**src/rtl/mem_stage_if.sv**
```systemverilog
// ---------------------------------------------------------------------------
// mem_stage_if
//   Groups the upstream (ex_*), data-memory (mem_*) and writeback (wb_*)
//   signals of the memory-access pipeline stage.
//   slave  : the mem_stage itself (consumes ex_*, drives mem_*/wb_*)
//   master : the surrounding environment (drives ex_*, memory response)
//
//   ex_valid/ex_ALUop/ex_result/ex_store_data/ex_dst/ex_we/flush  upstream op
//   stall                                                         hold upstream
//   mem_req/mem_wr/mem_addr/mem_wdata                             memory request
//   mem_rdata/mem_ready                                           memory response
//   wb_valid/wb_data/wb_dst/wb_we                                 writeback record
//   mem_err                                                       timeout pulse
// ---------------------------------------------------------------------------
interface mem_stage_if #(
    parameter int unsigned REG_W = 4
);
    logic             ex_valid;
    logic [3:0]       ex_ALUop;
    logic [15:0]      ex_result;
    logic [15:0]      ex_store_data;
    logic [REG_W-1:0] ex_dst;
    logic             ex_we;
    logic             flush;
    logic             stall;

    logic             mem_req;
    logic             mem_wr;
    logic [15:0]      mem_addr;
    logic [15:0]      mem_wdata;
    logic [15:0]      mem_rdata;
    logic             mem_ready;

    logic             wb_valid;
    logic [15:0]      wb_data;
    logic [REG_W-1:0] wb_dst;
    logic             wb_we;
    logic             mem_err;

    modport slave (
        input  ex_valid, ex_ALUop, ex_result, ex_store_data, ex_dst, ex_we, flush,
        input  mem_rdata, mem_ready,
        output stall, mem_req, mem_wr, mem_addr, mem_wdata,
        output wb_valid, wb_data, wb_dst, wb_we, mem_err
    );

    modport master (
        output ex_valid, ex_ALUop, ex_result, ex_store_data, ex_dst, ex_we, flush,
        output mem_rdata, mem_ready,
        input  stall, mem_req, mem_wr, mem_addr, mem_wdata,
        input  wb_valid, wb_data, wb_dst, wb_we, mem_err
    );
endinterface

```
**src/rtl/mem_stage.sv**
```systemverilog
// ---------------------------------------------------------------------------
// mem_stage
//   Memory-access pipeline stage after the ALU. LW/SW use the ALU result as
//   the effective address and perform one access on a single-port data memory
//   over a req/ready handshake; every other opcode passes the ALU result
//   straight through to a registered writeback record (latency 1).
//   While an access is outstanding the stage is BUSY: stall and mem_req are
//   high and upstream inputs are ignored.
//
//   Ports
//     clk  : clock, all state on rising edge
//     rst  : synchronous active-high reset
//     bus  : mem_stage_if.slave (upstream op, memory handshake, writeback)
//
//   Parameters
//     REG_W          : destination register index width
//     TIMEOUT_CYCLES : BUSY cycles without ready before an access is aborted
//
//   Build option
//     MEM_TIMEOUT_EN : when defined, an access with no ready for
//                      TIMEOUT_CYCLES BUSY cycles is aborted and mem_err
//                      pulses with a wb_we=0 writeback record. Undefined:
//                      BUSY waits indefinitely and mem_err is tied low.
// ---------------------------------------------------------------------------
module mem_stage #(
    parameter int unsigned REG_W          = 4,
    parameter int unsigned TIMEOUT_CYCLES = 255
) (
    input  logic       clk,
    input  logic       rst,
    mem_stage_if.slave bus
);

    localparam logic [3:0] OP_LW = 4'b1000;
    localparam logic [3:0] OP_SW = 4'b1001;

    typedef enum logic {
        IDLE = 1'b0,
        BUSY = 1'b1
    } state_t;

    state_t           state_q, state_d;
    logic [15:0]      addr_q, addr_d;
    logic [15:0]      wdata_q, wdata_d;
    logic             wr_q, wr_d;
    logic [REG_W-1:0] dst_q, dst_d;
    logic             we_q, we_d;

    logic             wb_valid_q, wb_valid_d;
    logic [15:0]      wb_data_q, wb_data_d;
    logic [REG_W-1:0] wb_dst_q, wb_dst_d;
    logic             wb_we_q, wb_we_d;

    logic             accept;
    logic             is_mem;
    logic             timeout_hit;

    assign accept = bus.ex_valid & ~bus.flush & (state_q == IDLE);
    assign is_mem = (bus.ex_ALUop == OP_LW) | (bus.ex_ALUop == OP_SW);

`ifdef MEM_TIMEOUT_EN
    localparam int unsigned CNT_W = (TIMEOUT_CYCLES > 1) ? $clog2(TIMEOUT_CYCLES + 1) : 1;
    localparam logic [CNT_W-1:0] CNT_LAST = CNT_W'(TIMEOUT_CYCLES - 1);

    logic [CNT_W-1:0] cnt_q;
    logic             mem_err_q;

    // cnt_q counts completed BUSY cycles without ready, so the abort fires
    // during the TIMEOUT_CYCLES-th BUSY cycle; ready in that cycle wins.
    assign timeout_hit = (state_q == BUSY) & ~bus.mem_ready & (cnt_q == CNT_LAST);

    always_ff @(posedge clk) begin
        if (rst) begin
            cnt_q     <= '0;
            mem_err_q <= 1'b0;
        end else begin
            mem_err_q <= timeout_hit;
            if (accept && is_mem) begin
                cnt_q <= '0;
            end else if ((state_q == BUSY) && !bus.mem_ready && !timeout_hit) begin
                cnt_q <= cnt_q + 1'b1;
            end
        end
    end

    assign bus.mem_err = mem_err_q;
`else
    logic unused_timeout_cfg;

    assign unused_timeout_cfg = ^TIMEOUT_CYCLES;
    assign timeout_hit        = 1'b0;
    assign bus.mem_err        = 1'b0;
`endif

    always_comb begin
        state_d    = state_q;
        addr_d     = addr_q;
        wdata_d    = wdata_q;
        wr_d       = wr_q;
        dst_d      = dst_q;
        we_d       = we_q;
        wb_valid_d = 1'b0;
        wb_data_d  = wb_data_q;
        wb_dst_d   = wb_dst_q;
        wb_we_d    = wb_we_q;

        unique case (state_q)
            IDLE: begin
                if (accept) begin
                    if (is_mem) begin
                        state_d = BUSY;
                        addr_d  = bus.ex_result;
                        wdata_d = bus.ex_store_data;
                        wr_d    = (bus.ex_ALUop == OP_SW);
                        dst_d   = bus.ex_dst;
                        we_d    = bus.ex_we;
                    end else begin
                        wb_valid_d = 1'b1;
                        wb_data_d  = bus.ex_result;
                        wb_dst_d   = bus.ex_dst;
                        wb_we_d    = bus.ex_we;
                    end
                end
            end
            BUSY: begin
                if (bus.mem_ready) begin
                    state_d    = IDLE;
                    wb_valid_d = 1'b1;
                    wb_dst_d   = dst_q;
                    if (wr_q) begin
                        // A store reports its address and never writes a register.
                        wb_data_d = addr_q;
                        wb_we_d   = 1'b0;
                    end else begin
                        wb_data_d = bus.mem_rdata;
                        wb_we_d   = we_q;
                    end
                end else if (timeout_hit) begin
                    state_d    = IDLE;
                    wb_valid_d = 1'b1;
                    wb_data_d  = addr_q;
                    wb_dst_d   = dst_q;
                    wb_we_d    = 1'b0;
                end
            end
            default: begin
                state_d = IDLE;
            end
        endcase
    end

    always_ff @(posedge clk) begin
        if (rst) begin
            state_q    <= IDLE;
            addr_q     <= '0;
            wdata_q    <= '0;
            wr_q       <= 1'b0;
            dst_q      <= '0;
            we_q       <= 1'b0;
            wb_valid_q <= 1'b0;
            wb_data_q  <= '0;
            wb_dst_q   <= '0;
            wb_we_q    <= 1'b0;
        end else begin
            state_q    <= state_d;
            addr_q     <= addr_d;
            wdata_q    <= wdata_d;
            wr_q       <= wr_d;
            dst_q      <= dst_d;
            we_q       <= we_d;
            wb_valid_q <= wb_valid_d;
            wb_data_q  <= wb_data_d;
            wb_dst_q   <= wb_dst_d;
            wb_we_q    <= wb_we_d;
        end
    end

    // Request fields come straight from the latched op, so they stay stable
    // for as long as the request is held.
    assign bus.stall     = (state_q == BUSY);
    assign bus.mem_req   = (state_q == BUSY);
    assign bus.mem_wr    = wr_q;
    assign bus.mem_addr  = addr_q;
    assign bus.mem_wdata = wdata_q;

    assign bus.wb_valid  = wb_valid_q;
    assign bus.wb_data   = wb_data_q;
    assign bus.wb_dst    = wb_dst_q;
    assign bus.wb_we     = wb_we_q;

endmodule
```
**src/flat_wrapper.sv**
```systemverilog
// flat-port wrapper written by rule: the top's interface ports become plain ports
module mem_stage_flat 
#(
    parameter int unsigned REG_W          = 4,
    parameter int unsigned TIMEOUT_CYCLES = 255
)
  (clk, rst, bus_ex_valid, bus_ex_ALUop, bus_ex_result, bus_ex_store_data, bus_ex_dst, bus_ex_we, bus_flush, bus_mem_rdata, bus_mem_ready, bus_stall, bus_mem_req, bus_mem_wr, bus_mem_addr, bus_mem_wdata, bus_wb_valid, bus_wb_data, bus_wb_dst, bus_wb_we, bus_mem_err);
  mem_stage_if #(.REG_W(REG_W)) bus_i ();
  input  logic clk;
  input  logic rst;
  input wire logic [$bits(bus_i.ex_valid)-1:0] bus_ex_valid;
  input wire logic [$bits(bus_i.ex_ALUop)-1:0] bus_ex_ALUop;
  input wire logic [$bits(bus_i.ex_result)-1:0] bus_ex_result;
  input wire logic [$bits(bus_i.ex_store_data)-1:0] bus_ex_store_data;
  input wire logic [$bits(bus_i.ex_dst)-1:0] bus_ex_dst;
  input wire logic [$bits(bus_i.ex_we)-1:0] bus_ex_we;
  input wire logic [$bits(bus_i.flush)-1:0] bus_flush;
  input wire logic [$bits(bus_i.mem_rdata)-1:0] bus_mem_rdata;
  input wire logic [$bits(bus_i.mem_ready)-1:0] bus_mem_ready;
  output wire logic [$bits(bus_i.stall)-1:0] bus_stall;
  output wire logic [$bits(bus_i.mem_req)-1:0] bus_mem_req;
  output wire logic [$bits(bus_i.mem_wr)-1:0] bus_mem_wr;
  output wire logic [$bits(bus_i.mem_addr)-1:0] bus_mem_addr;
  output wire logic [$bits(bus_i.mem_wdata)-1:0] bus_mem_wdata;
  output wire logic [$bits(bus_i.wb_valid)-1:0] bus_wb_valid;
  output wire logic [$bits(bus_i.wb_data)-1:0] bus_wb_data;
  output wire logic [$bits(bus_i.wb_dst)-1:0] bus_wb_dst;
  output wire logic [$bits(bus_i.wb_we)-1:0] bus_wb_we;
  output wire logic [$bits(bus_i.mem_err)-1:0] bus_mem_err;
  assign bus_i.ex_valid = bus_ex_valid;
  assign bus_i.ex_ALUop = bus_ex_ALUop;
  assign bus_i.ex_result = bus_ex_result;
  assign bus_i.ex_store_data = bus_ex_store_data;
  assign bus_i.ex_dst = bus_ex_dst;
  assign bus_i.ex_we = bus_ex_we;
  assign bus_i.flush = bus_flush;
  assign bus_i.mem_rdata = bus_mem_rdata;
  assign bus_i.mem_ready = bus_mem_ready;
  assign bus_stall = bus_i.stall;
  assign bus_mem_req = bus_i.mem_req;
  assign bus_mem_wr = bus_i.mem_wr;
  assign bus_mem_addr = bus_i.mem_addr;
  assign bus_mem_wdata = bus_i.mem_wdata;
  assign bus_wb_valid = bus_i.wb_valid;
  assign bus_wb_data = bus_i.wb_data;
  assign bus_wb_dst = bus_i.wb_dst;
  assign bus_wb_we = bus_i.wb_we;
  assign bus_mem_err = bus_i.mem_err;
  mem_stage #(.REG_W(REG_W), .TIMEOUT_CYCLES(TIMEOUT_CYCLES)) u_core (.clk(clk), .rst(rst), .bus(bus_i));
endmodule
```
**config.mk**
```make
export PLATFORM = sky130hd
export DESIGN_NAME = mem_stage_flat
export DESIGN_NICKNAME = d
export VERILOG_FILES = /design/src/rtl/mem_stage_if.sv /design/src/rtl/mem_stage.sv /design/src/flat_wrapper.sv
export SDC_FILE = /design/constraint.sdc
export NUM_CORES = 1
export LEC_CHECK = 0
export CAP_MARGIN = 20
export CORE_MARGIN = 1
export CORE_UTILIZATION = 33
export CTS_BUF_LIST = sky130_fd_sc_hd__clkbuf_2
export DETAILED_ROUTE_END_ITERATION = 10
export GPL_ROUTABILITY_DRIVEN = 0
export PLACE_DENSITY = 0.75
export SYNTH_ARGS = -nofsm -noshare
export SYNTH_HDL_FRONTEND = slang
export SYNTH_SLANG_ARGS = --single-unit
```
**constraint.sdc**
```tcl
create_clock -name clk -period 2.2 [get_ports clk]
set_clock_uncertainty 0.05 [all_clocks]
set_input_delay 0.22 -clock clk [delete_from_list [all_inputs] [get_ports clk]]
set_output_delay 0.22 -clock clk [all_outputs]
set_load 0.02 [all_outputs]
```
==> results of run 1 <==
[cells in the mapped netlist (2+ instances only)]
cell type	instances
or3b_4	2
o21ai_0	37
nand2b_1	16
nor2b_1	2
dfxtp_1	61
nand2_1	2
buf_6	5
buf_4	5
nand3_1	38
nor2_1	18
a211o_1	16
buf_2	5
clkbuf_1	20
a221oi_1	5
a21oi_1	43
mux2i_1	37
[worst max-delay path by stage]
stage	start	endpoint	slack (ns)	depth (start not counted)
floorplan	u_core.bus.mem_req$_SDFF_PP0_	u_core.bus.mem_wdata[3]$_SDFFE_PP0P_	0.61	6
global placement	bus_ex_ALUop[1]	u_core.bus.wb_data[3]$_SDFFE_PP0P_	0.26	5
detailed placement	bus_ex_ALUop[1]	u_core.bus.wb_data[10]$_SDFFE_PP0P_	0.22	5
CTS	u_core.bus.mem_req$_SDFF_PP0_	bus_mem_req	0.07	2
global route	u_core.bus.mem_req$_SDFF_PP0_	bus_mem_req	0.02	2
finish	u_core.bus.mem_req$_SDFF_PP0_	bus_mem_req	0.13	2
[worst max-delay path: stages, from the launching register on]
cell	delay [ns]
dfxtp_2	0.43
buf_4	0.27
clkdlybuf4s50_1	0.65
[where the power goes]
part,switching [mW],internal (mW),leakage [nW]
Clock,0.394,0.496,0.0936
Combinational,0.191,0.223,0.911
Sequential,0.0187,1.14,0.496
[registers in the layout, indices dropped and copies added, names as in the netlist]
| signal | cells |
|---|---|
| u_core.bus.wb_we | 1 |
| u_core.we_q | 1 |
| u_core.bus.wb_valid | 1 |
| u_core.dst_q | 4 |
| u_core.bus.mem_addr | 16 |
| u_core.bus.wb_data | 16 |
| u_core.bus.mem_wdata | 16 |
| u_core.bus.wb_dst | 4 |
| u_core.bus.mem_wr | 1 |
| u_core.bus.mem_req | 1 |
[through the flow]
stage                     total power [mW]  worst slack [ns]  cells
after floorplan                       1.38             0.615    319
after global placement                1.59             0.261    517
after detailed placement              1.60             0.218    517
after global routing                  2.57            0.0209    533
after CTS                             2.50            0.0672    533
final                                 2.46             0.127    533
[per-layer routing]
layer | GRT usage | up-vias | routed length [microns]
li1 | - | 1356 | -
met1 | 0.212 | 1294 | 3440
met2 | 0.298 | 94 | 3760
met3 | 0.0491 | 7 | 612
met4 | 0.0644 | 0 | 69
met5 | 0 | - | 0
[kinds of logic after synthesis]
kind of cell           Yosys count
AO/OA/AOI/OAI                  105
AND/OR/NAND/NOR                 80
flip-flops                      61
multiplexers                    37
buffers and inverters           35
other                            1
[cell type report]
class,count,share of cell area
clock buffers,11,0.0130
clock inverters,5,0.0234
multi-input cells,223,0.338
flip-flops and latches,61,0.289
well taps,105,0.0311
repair buffers,128,0.305
==> results_dict.tcl, run 1 <==
set metrics [dict create \
    reg2reg_depth 3 \
    min_period_ns 2.07 \
    dieHeight_microns 94.7 \
    ys_top_cells_by_area "dfxtp_1 43%, mux2i_1 13%, a21oi_1 7.6%, nand3_1 6.7%, o21ai_0 6.5%" \
    r2r_end "u_core.bus.wb_dst[1]$_SDFFE_PP0P_" \
    clk_path_buf_depth 2 \
    drv_cap 0 \
    final_hold_viol_count 0 \
    die_w_microns 94.7 \
    regToRegSetupSlack_ns 0.62 \
    critPathMaxFanout 22 \
    grt_overflow 0 \
    grt_use_total 0.176 \
    avgSynthCellArea_sq_um 8.90 \
    cp-start-kind "flop" \
    post_cts_resized 0 \
    ys_warn_count 0 \
    yosys_register_bits 61 \
    area_delta_synth_final_pct 48.9 \
    setup_viol 0 \
    synth_fa_ha_area_frac 0 \
    clockRootBuffer "clkbuf_2" \
    multi_input_area_sq_um 1430 \
    ant_nets 0 \
    n_fill_cell 807 \
    cts_inserted_buffers 9 \
    path_clk_slew_ns 0.18 \
    cts_hold_buffers 0 \
    netlist-cell-type-count 23 \
    place_hpwl_mm 5.34 \
    async_flop_share 0 \
    min_from "rst" \
    crit_type "flop to output pin" \
    placed_cell_area_sq_um 4070 \
    period_share 0.942 \
    fin_hold_ws_ns 0.208 \
    cts_tree "done" \
    grt_max_degree 44 \
    synth_edf_count 0 \
    drive_gt1_frac 0.0771 \
    die-area_sq_um 8970 \
    start_util 0.344 \
    max_clock_freq_ghz 0.482 \
    worstSkewPairLatency_ns 0.46 \
    min_to "u_core.bus.mem_wdata[8]$_SDFFE_PP0P_" \
    ir_worst_vdd_v 0.000336 \
    remaining_drc_errors 0 \
    synth-compound-area-share 0.217 \
    layout.nets 485 \
    most-common-layout-cells "117 x clkdlybuf4s50_1, 60 x dfxtp_1, 43 x a21oi_1" \
    grt_first_pass_wirelength_mm 12.3 \
    wl_mm 7.89 \
    synth-simple-area-share 0.152 \
    antenna_found_initial 0 \
    coreArea_sq_um 8260 \
    fin_util 0.512 \
    drt_iter0_markers 150 \
    synth_cells 319 \
    synth_top_area_cell "dfxtp_1" \
    status "completed" \
    power_density_nw_per_um2 582 \
    cp.required_ns 1.93 \
    syn_nets 381 \
    wire_per_inst_microns 14.8 \
    syn_area_sq_um 2840 \
    antenna_cells 0 \
    regArea_sq_um 1220 \
    rows 33 \
    p_leak_nw 1.50 \
    drt-vias-per-instance 5.16 \
    cts_max_level 3 \
    final_common_cell "clkdlybuf4s50_1" \
    end_kind "output pin" \
    seq_area_frac_synth 0.430 \
    cp.arrival_ns 1.80 \
    synth_top_area_frac 0.430 \
    regToRegStartpoint "u_core.bus.mem_req$_SDFF_PP0_" \
    io_pins 120 \
    grt_pass1_vias 2631 \
    cts_setup_buffers 0 \
    synth_top_family_by_area "compound AO/OA/AOI/OAI gates" \
    maxSlewViolCount 0 \
    first_pass_iters 5 \
    hp-class "primary input to flop" \
    io_buffers 118 \
    synth_mux_area_frac 0.131 \
    hold_depth 3 \
    rsz0062_at_grt "false" \
    fin_tns_setup_ns 0 \
    synth_xor_area_frac 0 \
    design_area_sq_um 4230 \
    cts.sinks 61 \
    via_count 2751 \
    synth_flop_cell "dfxtp_1" \
]
No activity file was read; power rests on OpenSTA's default activity.
==> run 2: changes to the inputs <==
==> constraint.sdc (replaced) <==
create_clock -name clk -period 2.66 [get_ports clk]
set_clock_uncertainty 0.05 [all_clocks]
set_input_delay 0.266 -clock clk [delete_from_list [all_inputs] [get_ports clk]]
set_output_delay 0.266 -clock clk [all_outputs]
set_load 0.02 [all_outputs]
==> run 2 against run 1 <==
Compared with the run above: cell area decreased by 3.0%; utilization fell by 1.5 points; global-route usage increased by 0.49 points; sequential power shrank 17%; hold slack better by 0.093 ns; total power is 31% lower; largest power group unchanged; highest routed layer unchanged.
==> results_dict.tcl, run 2 (synthesis gave the netlist of run 1 again) <==
set metrics [dict create \
    status "completed" \
    critical_path.max_stage_delay_ns 0.70 \
    fin_tns_setup_ns 0 \
    pre_cts_slack_ns 0.421 \
    period_share 0.809 \
    drive_gt1_frac 0.0706 \
    cp.required_ns 2.34 \
    rsz0062_at_grt "false" \
    grt_use_total 0.181 \
    crit_type "flop to output pin" \
    coreArea_sq_um 8260 \
    cts_setup_buffers 0 \
    start_util 0.344 \
    clockRootBuffer "clkbuf_2" \
    remaining_drc_errors 0 \
    maxSlewViolCount 0 \
    io_buffers 118 \
    p_total_mw 1.71 \
    post_cts_resized 0 \
    grt_max_degree 58 \
    r2r_end "u_core.bus.wb_data[0]$_SDFFE_PP0P_" \
    area_delta_synth_final_pct 44.4 \
    drt_iter0_markers 142 \
    place_hpwl_mm 5.35 \
    ant_nets 0 \
    ir_worst_vdd_v 0.000186 \
    cts.sinks 61 \
    die-area_sq_um 8970 \
    setup.worst_path.end "bus_stall" \
    die_w_microns 94.7 \
    most-common-layout-cells "117 x clkdlybuf4s50_1, 60 x dfxtp_1, 43 x a21oi_1" \
    drt-vias-per-instance 5.28 \
    reg2reg_depth 5 \
    cp_num_buf_inv 1 \
    relSlewSlack 0.391 \
    regToRegSetupSlack_ns 0.72 \
    min_period_ns 2.15 \
    cp.arrival_ns 1.84 \
    cp_slowest_cell "clkdlybuf4s50_1" \
    first_pass_iters 4 \
    antenna_found_initial 0 \
    cts_hold_buffers 0 \
    max_clock_freq_ghz 0.465 \
    cts_max_level 3 \
    worst_pin_slew_ns 0.914 \
    cts_tree "done" \
    power_density_nw_per_um2 417 \
    worstSkewPairLatency_ns 0.46 \
    antenna_cells 0 \
    regToRegStartpoint "u_core.bus.mem_req$_SDFF_PP0_" \
    critical_path.cell_chain "clkdlybuf4s50_1" \
    cp-startpoint "u_core.bus.mem_req$_SDFF_PP0_" \
    io_pins 120 \
    clk_path_buf_depth 2 \
    cp_top_family "buffers and inverters" \
    design_area_sq_um 4100 \
    cp-start-kind "flop" \
    p_leak_nw 1.45 \
    grt_overflow 0 \
    grt_pass1_vias 2628 \
    path_depth 1 \
    setup_viol 0 \
    via_count 2797 \
    hp-class "primary input to flop" \
    grt_first_pass_wirelength_mm 12.5 \
    path_clk_slew_ns 0.15 \
    layout.nets 485 \
    dieHeight_microns 94.7 \
    end_kind "output pin" \
    wire_per_inst_microns 15.2 \
    final_hold_viol_count 0 \
    critPathMaxFanout 25 \
    fin_ws_ns 0.508 \
    placed_cell_area_sq_um 4030 \
    rows 33 \
    final_common_cell "clkdlybuf4s50_1" \
    drv_cap 0 \
    wl_mm 8.04 \
    cts_inserted_buffers 9 \
]
==> run 2: cell types whose count changed in the layout (fill, tap and decap cells not counted) <==
cell / change
buf_4: +3
bufinv_16: -3
clkbuf_2: -2
buf_12: -3
clkinv_2: +2
==> run 2: worst min-delay path by stage <==
stage	start	endpoint	slack, ns	cells after the start
final	bus_ex_store_data[14]	u_core.bus.mem_wdata[14]$_SDFFE_PP0P_	0.30	3
after global routing	bus_ex_store_data[14]	u_core.bus.mem_wdata[14]$_SDFFE_PP0P_	0.24	3
after CTS	bus_ex_store_data[14]	u_core.bus.mem_wdata[14]$_SDFFE_PP0P_	0.25	3
after detailed placement	u_core.bus.mem_wdata[1]$_SDFFE_PP0P_	u_core.bus.mem_wdata[1]$_SDFFE_PP0P_	0.42	2
after global placement	u_core.we_q$_SDFFE_PP0P_	u_core.we_q$_SDFFE_PP0P_	0.41	2
after floorplan	bus_ex_result[0]	u_core.bus.mem_addr[0]$_SDFFE_PP0P_	0.36	2
==> run 2: layer usage <==
| metal | track usage | routed length (microns) | vias up |
|---|---|---|---|
| met4 | 0.0896 | 65 | 0 |
| met1 | 0.232 | 3630 | 1337 |
| met3 | 0.0354 | 533 | 7 |
| met2 | 0.290 | 3820 | 103 |
| met5 | 0 | 0 | - |
| li1 | - | - | 1350 |
==> run 2: report_power, final <==
| part | leakage (nW) | switching (mW) | internal [mW] |
|---|---|---|---|
| Sequential | 0.496 | 0.0174 | 0.942 |
| Clock | 0.0507 | 0.314 | 0.101 |
| Combinational | 0.899 | 0.156 | 0.180 |
==> run 2: worst reg2reg max path: stages, from the launching register on <==
cell and delay [ns]:
dfxtp_2 0.68, buf_4 0.39, nand2_1 0.14, a21boi_2 0.17, buf_4 0.24, mux2i_1 0.15
==> run 2: area by class of cell <==
| type | count | area (sq um) |
|---|---|---|
| multi-input combinational | 223 | 1430 |
| timing repair buffer | 128 | 1250 |
| fill | 789 | 4160 |
| clock buffer | 9 | 45.0 |
| sequential | 61 | 1220 |
| tap | 105 | 131 |
| clock inverter | 4 | 18.8 |
==> run 2: per-stage QoR <==
stage	std cells	utilization	hold slack, ns
floorplan	319	-	0.364
global placement	517	0.488	0.409
detailed placement	517	0.488	0.418
CTS	530	0.496	0.250
global route	530	0.496	0.240
finish	530	0.496	0.301
==> run 3: changes to the inputs <==
--- a/config.mk
+++ b/config.mk
@@ -11,7 +11,7 @@
 export CTS_BUF_LIST = sky130_fd_sc_hd__clkbuf_2
 export DETAILED_ROUTE_END_ITERATION = 10
 export GPL_ROUTABILITY_DRIVEN = 0
-export PLACE_DENSITY = 0.75
+export PLACE_DENSITY = 0.77
 export SYNTH_ARGS = -nofsm -noshare
 export SYNTH_HDL_FRONTEND = slang
 export SYNTH_SLANG_ARGS = --single-unit
==> constraint.sdc (replaced) <==
create_clock -name clk -period 1.95 [get_ports clk]
set_clock_uncertainty 0.05 [all_clocks]
set_input_delay 0.195 -clock clk [delete_from_list [all_inputs] [get_ports clk]]
set_output_delay 0.195 -clock clk [all_outputs]
set_load 0.02 [all_outputs]
==> run 3 against run 2 <==
Compared with the run above: via count up 0.32%; non-clock buffer count up 9; sequential power up 37%; routed wire length up 3.4%; utilization up 1.9 points; critical endpoint unchanged.
==> results_dict.tcl, run 3 (synthesis gave the netlist of run 1 again) <==
set metrics [dict create \
    status "completed" \
    crit_type "flop to output pin" \
    antenna_cells 0 \
    cp_num_buf_inv 1 \
    p_total_mw 2.53 \
    clk_path_buf_depth 2 \
    power_density_nw_per_um2 595 \
    path_clk_slew_ns 0.18 \
    cp_top_family "buffers and inverters" \
    grt_use_total 0.187 \
    cp.required_ns 1.70 \
    seq_power_share 0.516 \
    fin_tns_setup_ns 0 \
    cp.arrival_ns 1.55 \
    end_kind "output pin" \
    intPower_mw 1.84 \
    gr-usage-met1 0.227 \
    drt-vias-per-instance 5.18 \
    drt_iter0_markers 90 \
    rows 33 \
    first_pass_iters 4 \
    multi_input_area_sq_um 1430 \
    die-area_sq_um 8970 \
    p_switching_uw 692 \
    die_w_microns 94.7 \
    antenna_found_initial 0 \
    gr-usage-met3 0.0507 \
    setup_viol 0 \
    most-common-layout-cells "117 x clkdlybuf4s50_1, 60 x dfxtp_1, 43 x a21oi_1" \
    p_leak_nw 1.53 \
    drv_cap 0 \
    wire_per_inst_microns 15.3 \
    clockPowerShare 0.292 \
    dieHeight_microns 94.7 \
    io_pins 120 \
    critical_path.cell_chain "clkdlybuf4s50_1" \
    grt_first_pass_wirelength_mm 12.7 \
    regToRegSetupSlack_ns 0.36 \
    cp-startpoint "u_core.bus.mem_req$_SDFF_PP0_" \
    coreArea_sq_um 8260 \
    area_delta_synth_final_pct 50.0 \
    via_count 2806 \
    max_clock_freq_ghz 0.557 \
    start_util 0.344 \
    met2_usage 0.311 \
    min_from "rst" \
    post_cts_resized 0 \
    layout.nets 494 \
    cts.sinks 61 \
    cp_slowest_cell "clkdlybuf4s50_1" \
    critical_path.max_stage_delay_ns 0.63 \
    n_fill_cell 790 \
    worstSkewPairLatency_ns 0.48 \
    cts_tree "done" \
    ir_worst_vdd_v 0.000284 \
    reg2reg_depth 4 \
    top_usage_layer "met2" \
    cts_inserted_buffers 9 \
    period_share 0.920 \
    final_common_cell "clkdlybuf4s50_1" \
    comb_power_share 0.192 \
    path_depth 1 \
    remaining_drc_errors 0 \
    ant_nets 0 \
    regArea_sq_um 1220 \
    final_hold_viol_count 0 \
    grt_pass1_vias 2685 \
    swShare 0.274 \
    regToRegStartpoint "u_core.bus.mem_req$_SDFF_PP0_" \
    critPathMaxFanout 6 \
    io_buffers 118 \
    hp-class "primary input to flop" \
    rsz0062_at_grt "false" \
    maxSlewViolCount 0 \
    r2r_end "u_core.bus.mem_addr[3]$_SDFFE_PP0P_" \
    cts_hold_buffers 0 \
    grt_overflow 0 \
    grt_max_degree 39 \
    cts_setup_buffers 0 \
    wl_mm 8.32 \
    fin_hold_ws_ns 0.0444 \
    cts_max_level 3 \
    drive_gt1_frac 0.0961 \
    setup.worst_path.end "bus_stall" \
    place_hpwl_mm 5.93 \
    min_period_ns 1.79 \
    clockRootBuffer "clkbuf_2" \
    cp-start-kind "flop" \
]
## run 3: changes by cell type in the layout (fill, tap and decap cells not counted), sizes merged
cell / before / now
buf: 11 / 20
bufinv: 0 / 1
clkbuf: 9 / 10
clkinv: 4 / 5
## run 3: metrics by stage
stage / std cells / cell area (sq um) / util / worst slack (ns)
global placement: 526 / 4150 / 0.503 / 0.127
floorplan: 319 / 2840 / - / 0.365
finish: 542 / 4260 / 0.515 / 0.155
CTS: 542 / 4260 / 0.515 / 0.115
global route: 542 / 4260 / 0.515 / 0.0577
detailed placement: 526 / 4150 / 0.503 / 0.0727
## run 3: layout make-up
cell class	count	area share
Clock buffer	10	0.0118
Clock inverter	6	0.0126
Multi-Input combinational cell	223	0.336
Sequential cell	61	0.287
Tap cell	105	0.0309
Timing Repair Buffer	137	0.322
## run 3: worst reg2reg max path, cell delays in order (launching register included)
cell and delay, ns:
dfxtp_2 0.40, or3b_4 0.52, buf_4 0.22, o21ai_0 0.22
a21oi_1 0.10
## run 3: metal layers
| layer | share of wire | up-vias |
|---|---|---|
| li1 | - | 1367 |
| met1 | 0.44 | 1338 |
| met2 | 0.48 | 90 |
| met3 | 0.061 | 11 |
| met4 | 0.015 | 0 |
| met5 | 0 | - |
## run 3: worst min path at each step
stage                                            to  slack (ns)  cells past startpoint
4_1_cts        u_core.bus.mem_addr[10]$_SDFFE_PP0P_       0.002                      2
2_1_floorplan   u_core.bus.mem_addr[0]$_SDFFE_PP0P_        0.29                      2
5_1_grt        u_core.bus.mem_addr[10]$_SDFFE_PP0P_       0.003                      2
6_report        u_core.bus.mem_addr[8]$_SDFFE_PP0P_        0.04                      2
3_3_place_gp               u_core.we_q$_SDFFE_PP0P_        0.41                      2
3_5_place_dp               u_core.we_q$_SDFFE_PP0P_        0.41                      2
## run 3: power groups by stage
stage / Combinational [mW] / Sequential [mW] / Clock (mW)
floorplan: 0.180 / 1.37 / 0
global placement: 0.478 / 1.33 / 0
detailed placement: 0.487 / 1.33 / 0
CTS: 0.490 / 1.31 / 0.764
global route: 0.520 / 1.31 / 0.829
finish: 0.487 / 1.31 / 0.738
